$ cat src/rtl/irq_pkg.sv
// Shared definitions for the peripheral-side interrupt request controller:
// handshake state encoding and the supported source-count ceiling.
package irq_pkg;

  typedef enum logic [1:0] {
    IDLE    = 2'd0,
    REQ     = 2'd1,
    SERVICE = 2'd2
  } irq_state_e;

  localparam int MAX_SRC = 16;

endpackage

$ cat src/rtl/irq_prio_enc.sv
// Combinational lowest-index-first priority encoder: bit 0 has the highest
// priority; valid is low when no request bit is set.
module irq_prio_enc #(
  parameter int N_SRC = 4,
  parameter int ID_W  = $clog2(N_SRC)
) (
  input  logic [N_SRC-1:0] req,
  output logic             valid,
  output logic [ID_W-1:0]  idx
);

  // NOTE: every variable driven here gets a default before the loop, so no
  // path leaves it unassigned and no latch is inferred.
  always_comb begin
    valid = 1'b0;
    idx   = '0;
    // Scanning downwards lets the lowest set index overwrite the others.
    for (int i = N_SRC - 1; i >= 0; i--) begin
      if (req[i]) begin
        valid = 1'b1;
        idx   = ID_W'(i);
      end
    end
  end

endmodule

$ cat src/rtl/irq_request_ctrl.sv
// Collects rising-edge events into a pending register and runs the single-line
// IRQ / acknowledge / end-of-interrupt handshake towards the core.
module irq_request_ctrl
  import irq_pkg::*;
#(
  parameter int N_SRC = 4,
  parameter int ID_W  = $clog2(N_SRC)
) (
  input  logic             clock,
  input  logic             reset_n,
  input  logic [N_SRC-1:0] event_in,
  input  logic             en_we,
  input  logic [N_SRC-1:0] en_wdata,
  input  logic             irq_ack,
  input  logic             eoi,
  output logic             irq,
  output logic [ID_W-1:0]  active_id,
  output logic [N_SRC-1:0] pending,
  output logic [N_SRC-1:0] enable,
  output logic             busy
);

  irq_state_e       state, state_nxt;
  logic [N_SRC-1:0] event_q;
  logic [N_SRC-1:0] rise;
  logic [N_SRC-1:0] cand;
  logic [N_SRC-1:0] pend_clr;
  logic             cand_valid;
  logic [ID_W-1:0]  cand_id;
  logic             irq_nxt;
  logic [ID_W-1:0]  id_nxt;

  assign rise = event_in & ~event_q;
  assign cand = pending & enable;

  irq_prio_enc #(
    .N_SRC (N_SRC),
    .ID_W  (ID_W)
  ) u_prio_enc (
    .req   (cand),
    .valid (cand_valid),
    .idx   (cand_id)
  );

  always_comb begin
    state_nxt = state;
    irq_nxt   = irq;
    id_nxt    = active_id;
    pend_clr  = '0;
    case (state)
      IDLE: begin
        if (cand_valid) begin
          state_nxt = REQ;
          irq_nxt   = 1'b1;
          id_nxt    = cand_id;
        end
      end
      REQ: begin
        if (irq_ack) begin
          state_nxt = SERVICE;
          irq_nxt   = 1'b0;
          pend_clr  = N_SRC'(1) << active_id;
        end
      end
      SERVICE: begin
        if (eoi) state_nxt = IDLE;
      end
      default: begin
        state_nxt = IDLE;
        irq_nxt   = 1'b0;
      end
    endcase
  end

  // NOTE: sequential state uses non-blocking assignments so every register
  // samples the pre-edge values regardless of statement order.
  always_ff @(posedge clock or negedge reset_n) begin
    if (!reset_n) begin
      state     <= IDLE;
      irq       <= 1'b0;
      active_id <= '0;
      busy      <= 1'b0;
      event_q   <= '0;
      pending   <= '0;
      enable    <= '0;
    end else begin
      state     <= state_nxt;
      irq       <= irq_nxt;
      active_id <= id_nxt;
      busy      <= (state_nxt != IDLE);
      event_q   <= event_in;
      // A rise on the acknowledged source at the same edge re-arms it.
      pending   <= (pending & ~pend_clr) | rise;
      if (en_we) enable <= en_wdata;
    end
  end

endmodule

$ cat config.mk
export PLATFORM = sky130hd
export DESIGN_NAME = irq_request_ctrl
export DESIGN_NICKNAME = d
export VERILOG_FILES = /design/src/rtl/irq_pkg.sv /design/src/rtl/irq_prio_enc.sv /design/src/rtl/irq_request_ctrl.sv
export SDC_FILE = /design/constraint.sdc
export NUM_CORES = 1
export LEC_CHECK = 0
export CORE_ASPECT_RATIO = 0.6
export CORE_MARGIN = 3
export CORE_UTILIZATION = 25
export DETAILED_ROUTE_END_ITERATION = 10
export PLACE_DENSITY = 0.58
export SLEW_MARGIN = 10
export SYNTH_ARGS = -nofsm -noshare
export SYNTH_HDL_FRONTEND = slang
export SYNTH_SLANG_ARGS = --single-unit
$ cat constraint.sdc
create_clock -name clock -period 1.3 [get_ports clock]
set_input_delay 0.13 -clock clock [delete_from_list [all_inputs] [get_ports clock]]
set_output_delay 0.13 -clock clock [all_outputs]
set_load 0.02 [all_outputs]
## After elaboration in Yosys (flattened, before gate mapping)

Cells that the tools add are included.

| storage, ports and cells | value |
|---|---|
| flip-flop bits (word level) | 18 |
| output and inout bits | 12 |

| cells by class | value |
|---|---|
| equality and inequality tests | 4 |
| shift-type cells | 1 |
| multiplexer cells | 17 |
| bitwise logic cells | 7 |
| reductions and logical operators | 4 |

Operators by type and width:

| operator | count |
|---|---|
| 2-to-1 mux 2 bit | 7 |
| AND 4 bit | 3 |
| 2-to-1 mux 4 bit | 2 |
| inverter 4 bit | 2 |
| 2-to-1 mux 1 bit | 6 |
| case mux 2 bit (3 select lines) | 1 |
| inequality test 2 bit (second input constant) | 2 |
| bitwise OR 4 bit | 1 |
| << shifter 1 x 2 -> 4 bit (first input constant) | 1 |
| case mux 1 bit (3 select lines) | 1 |
| AND reduction 3 bit | 1 |
| == test 2 x 1 -> 1 bit (second input constant) | 1 |
| == test 2 bit (second input constant) | 1 |
| zero test 2 bit | 1 |
| AND reduction 2 bit | 1 |
| nonzero test 2 bit | 1 |
| inverter 1 bit | 1 |

## Longest topological paths before layout

Gate-level depths: netlist of run 1.

| depth | value |
|---|---|
| word-level depth | 8 |
| mapped depth | 4 |

## Cells and area by module

Synthesis of run 1 repeated with hierarchy kept, for this count alone.

| unflattened totals | value |
|---|---|
| cell total of the unflattened synthesis | 64 |
| area total of the unflattened synthesis | 742.0 um^2 |

Modules (own cells, without submodules):

| module | instances | cells an instance | area an instance (um^2) | sequential area each (um^2) |
|---|---|---|---|---|
| irq_request_ctrl | 1 | 57 | 706.9 | 450.4 |
| irq_prio_enc | 1 | 7 | 35.0 | 0.0 |

## Worst setup path after synthesis of run 1

OpenSTA, ideal clock, no wires.

| path | value |
|---|---|
| kind | reg-to-reg |
| from | reg pending[0] |
| to | reg busy |
| arrival time | 1121 ps |
| data required time | 1176 ps |
| slack | 55 ps |
| stages on the path, launching flop included | 4 |
| buffers on the path | 0 |
| cells stage by stage | dfrtp_1 -> a22oi_1 -> a31oi_2 -> a211o_2 |

| on the way | value |
|---|---|
| word-level cells in the longest chain between the ends | 5 |

RTL lines:

| item | line | RTL |
|---|---|---|
| from (decl) | irq_request_ctrl.sv:18 | `output logic [N_SRC-1:0] pending,` |
| from (signal assigned) | irq_request_ctrl.sv:93 | `pending <= (pending & ~pend_clr) \| rise;` |
| AND 4 bit | irq_request_ctrl.sv:34 | `assign cand = pending & enable;` |
| 2-to-1 mux 1 bit | irq_prio_enc.sv:19 | `if (req[i]) begin` |
| 2-to-1 mux 2 bit | irq_request_ctrl.sv:52 | `if (cand_valid) begin` |
| case mux 2 bit (3 select lines) | irq_request_ctrl.sv:50 | `case (state)` |
| nonzero test 2 bit | irq_request_ctrl.sv:90 | `busy <= (state_nxt != IDLE);` |
| to (signal assigned) | irq_request_ctrl.sv:90 |  |
| to (decl) | irq_request_ctrl.sv:20 | `output logic busy` |

Every way passes these cells.
A chain may end at the register's enable or synchronous reset.

## Worst setup path in the final report of run 1

Same ends and word-level chain as after synthesis.

==> impl_metrics.ini, run 1 <==
[status]
status = complete, no violations

[floorplan]
ios = 25
chipHeight_um = 47.37
die_w_um = 74.96
core_um2 = 2610
fp-row-count = 14
die_area_um2 = 3551
start_util_pct = 27.33

[logic_synthesis]
synth_area_per_cell_um2 = 12.09
synth_fp_nets = 72
synth_fa_ha_area_share_pct = 0
ys_ff_latch = 18
synthCells = 59
synth_warnings = 0
yosysSeqAreaShare_pct = 63.16
synth_xor_xnor_area_share_pct = 0
synth-simple-area-share_pct = 9.474
synth_compound_area_share_pct = 17.19
synthMuxAreaShare_pct = 6.316
ys_types = 22
syn_area_um2 = 713.2
synth_top_family_by_area = compound AO/OA/AOI/OAI gates

[clocking]
tritoncts = built
cts_buffers = 3
h-tree-depth = 1
clk_pin_slew_ps = 70
cts_root_buf = clkbuf_8
cts_resized = 12
insertion_delay_ps = 250
cts_max_path_buffers = 2
clkSinkCount = 18
postCtsSetupBuffers = 0
cts_hold_buf = 0

[worst_setup_path]
required_ps = 1440
end_kind = register
crit_path_max_incr_delay_ps = 410
crit_fanout = 3
crit_start = pending[0]
cp_slowest_cell = dfrtp_1
path_buf_inv = 0
path_depth = 3
r2r_slack_ps = 110
r2r_start = pending[0]
critical_path.top_delay_family = compound AO/OA/AOI/OAI gates
crit_end = busy
r2r-end = busy
critPathLaunchType = register
path_cells = a22oi_2 -> a31oi_2 -> a211o_2
arrival_ps = 1330
critical_path_class = reg2reg
reg2reg_depth = 3

[placed_design]
hpwl_um = 1174
gp_congestion = 0.7616
port_buffers = 24
place_area_um2 = 1026
placedCellCount = 119

[pwr]
power_uw = 2203
cellPowerDensity_nw_per_um2 = 2057
leakage_uw = 0.0004833
ir_worst_vdd_v = 0.0009019

[sta]
slew_headroom_pct = 84.26
report.final.slew_viol_count = 0
skew_ps = 3.161
post-route-period-util_pct = 91.33
finalHoldViolCount = 0
tns_ps = 0
setup-violations-final = 0
fmax_ghz = 0.8423
worst_pin_slew_ps = 235.4
grt_setup_unrepaired = false
finalCriticalPeriod_ps = 1187

[routing]
drtPass1Iterations = 5
via_per_inst = 4.480
drc_errors = 0
num_vias = 551
drt-initial-drc-count = 17
routedWlPerCell_um = 12.59
drt_wl_total_um = 1548
antenna_left = 0

[finish]
synthToLayoutAreaGrowth_pct = 50.18
drive_above_1_share_pct = 18.68
fin_cells = 123
antennaDiodeCount = 0
n_fill_cell = 255
final_cell_area_um2 = 1071
nets = 105
layout.core_utilization_pct = 41.04

[global_route]
grt_use_total_pct = 9.972
grt_max_degree = 19
antenna_found_initial = 0
overflow = 0
grt_pass1_wl_um = 2504
grt_pass1_vias = 541

[min_path]
min_path_type = in2async

[job]
drv_cap = 0
where the power goes:
| group | switching (uW) | internal [uW] |
|---|---|---|
| logic | 466 | 429 |
| clock network | 183 | 269 |
| registers | 131 | 725 |
| total | 781 | 1420 |
cells in the mapped netlist:
master,count,area (um^2)
nand4b_1,1,8.760
a221oi_1,1,8.760
o2bb2ai_1,1,8.760
or2_0,1,6.260
o22a_1,1,8.760
o21ai_0,6,30.03
a22o_1,1,8.760
a22oi_1,1,7.510
nand3b_1,1,7.510
dfrtp_1,18,450.4
or3_1,1,6.260
a21o_1,2,15.01
inv_1,6,22.52
a21oi_1,1,5.000
nor2_1,2,7.510
nand2_1,6,22.52
buf_2,1,5.000
a211o_2,1,10.01
a31oi_2,1,12.51
and2b_2,1,8.760
o31ai_1,1,7.510
mux2_2,4,45.04
cell usage in the layout, fill, tap and decap left out:
cell / count
dfrtp_1: 18
clkdlybuf4s50_1: 12
dlygate4sd2_1: 12
inv_1: 6
nand2_1: 6
o21ai_0: 6
buf_4: 5
mux2_2: 4
clkbuf_8: 4
a21o_1: 2
nor2_1: 2
and2b_2: 1
a22oi_2: 1
or2_1: 1
a31oi_2: 1
nand3b_1: 1
nand4b_1: 1
or3_1: 1
a22o_1: 1
o31ai_1: 1
a211o_2: 1
a21oi_1: 1
o22a_1: 1
o2bb2ai_1: 1
a221oi_1: 1
worst min path at each step:
| stage | startpoint | endpoint | cells after the start |
|---|---|---|---|
| after global routing | reset_n | state[0] | 2 |
| final | reset_n | state[0] | 2 |
| after floorplan | reset_n | active_id[0] | 0 |
| after detailed placement | event_q[2] | pending[2] | 1 |
| after global placement | event_q[3] | pending[3] | 1 |
| after CTS | reset_n | busy | 2 |
cell families after synthesis:
logic type / Yosys count
simple gates: 13
compound gates: 17
mux: 4
buf+inv: 7
flops: 18
sequential cells by signal (all words and copies together), names as in the netlist:
name,count
event_q,4
state,2
irq,1
enable,4
pending,4
active_id,2
busy,1
layout make-up:
type                            instances  area, um^2  share of cell area (%)
Sequential cell                        18       450.4                   42.06
Timing Repair Buffer                   29       262.8                   24.53
Tap cell                               32       40.04                   3.738
Multi-Input combinational cell         34       240.2                   22.43
Inverter                                6       22.52                   2.103
Clock buffer                            4       55.05                   5.140
metrics by stage:
step | setup WS [ps] | hold slack (ps)
2_1_floorplan | 54.65 | -165.6
3_3_place_gp | -63.96 | 404.9
3_5_place_dp | -91.91 | 413.1
4_1_cts | 49.42 | 211.4
5_1_grt | 39.86 | 219.6
6_report | 112.7 | 205.4
per-layer routing:
| metal | vias to the layer above | wire [um] | share of wire, % | track usage [%] |
|---|---|---|---|---|
| li1 | 270 | - | - | - |
| met3 | 2 | 104 | 6.7 | 5.342 |
| met5 | - | 0 | 0 | 0 |
| met4 | 0 | 4 | 0.26 | 3.191 |
| met2 | 18 | 653 | 42 | 13.67 |
| met1 | 261 | 786 | 51 | 13.45 |
Power figures use the tool's default switching activity.
==> run 2: changes to the inputs <==
Settings changed: ABC_CLOCK_PERIOD_IN_PS set to 1300.
==> results of run 2 <==
Same layout as run 1: the final DEF is identical, and so are final timing and power.
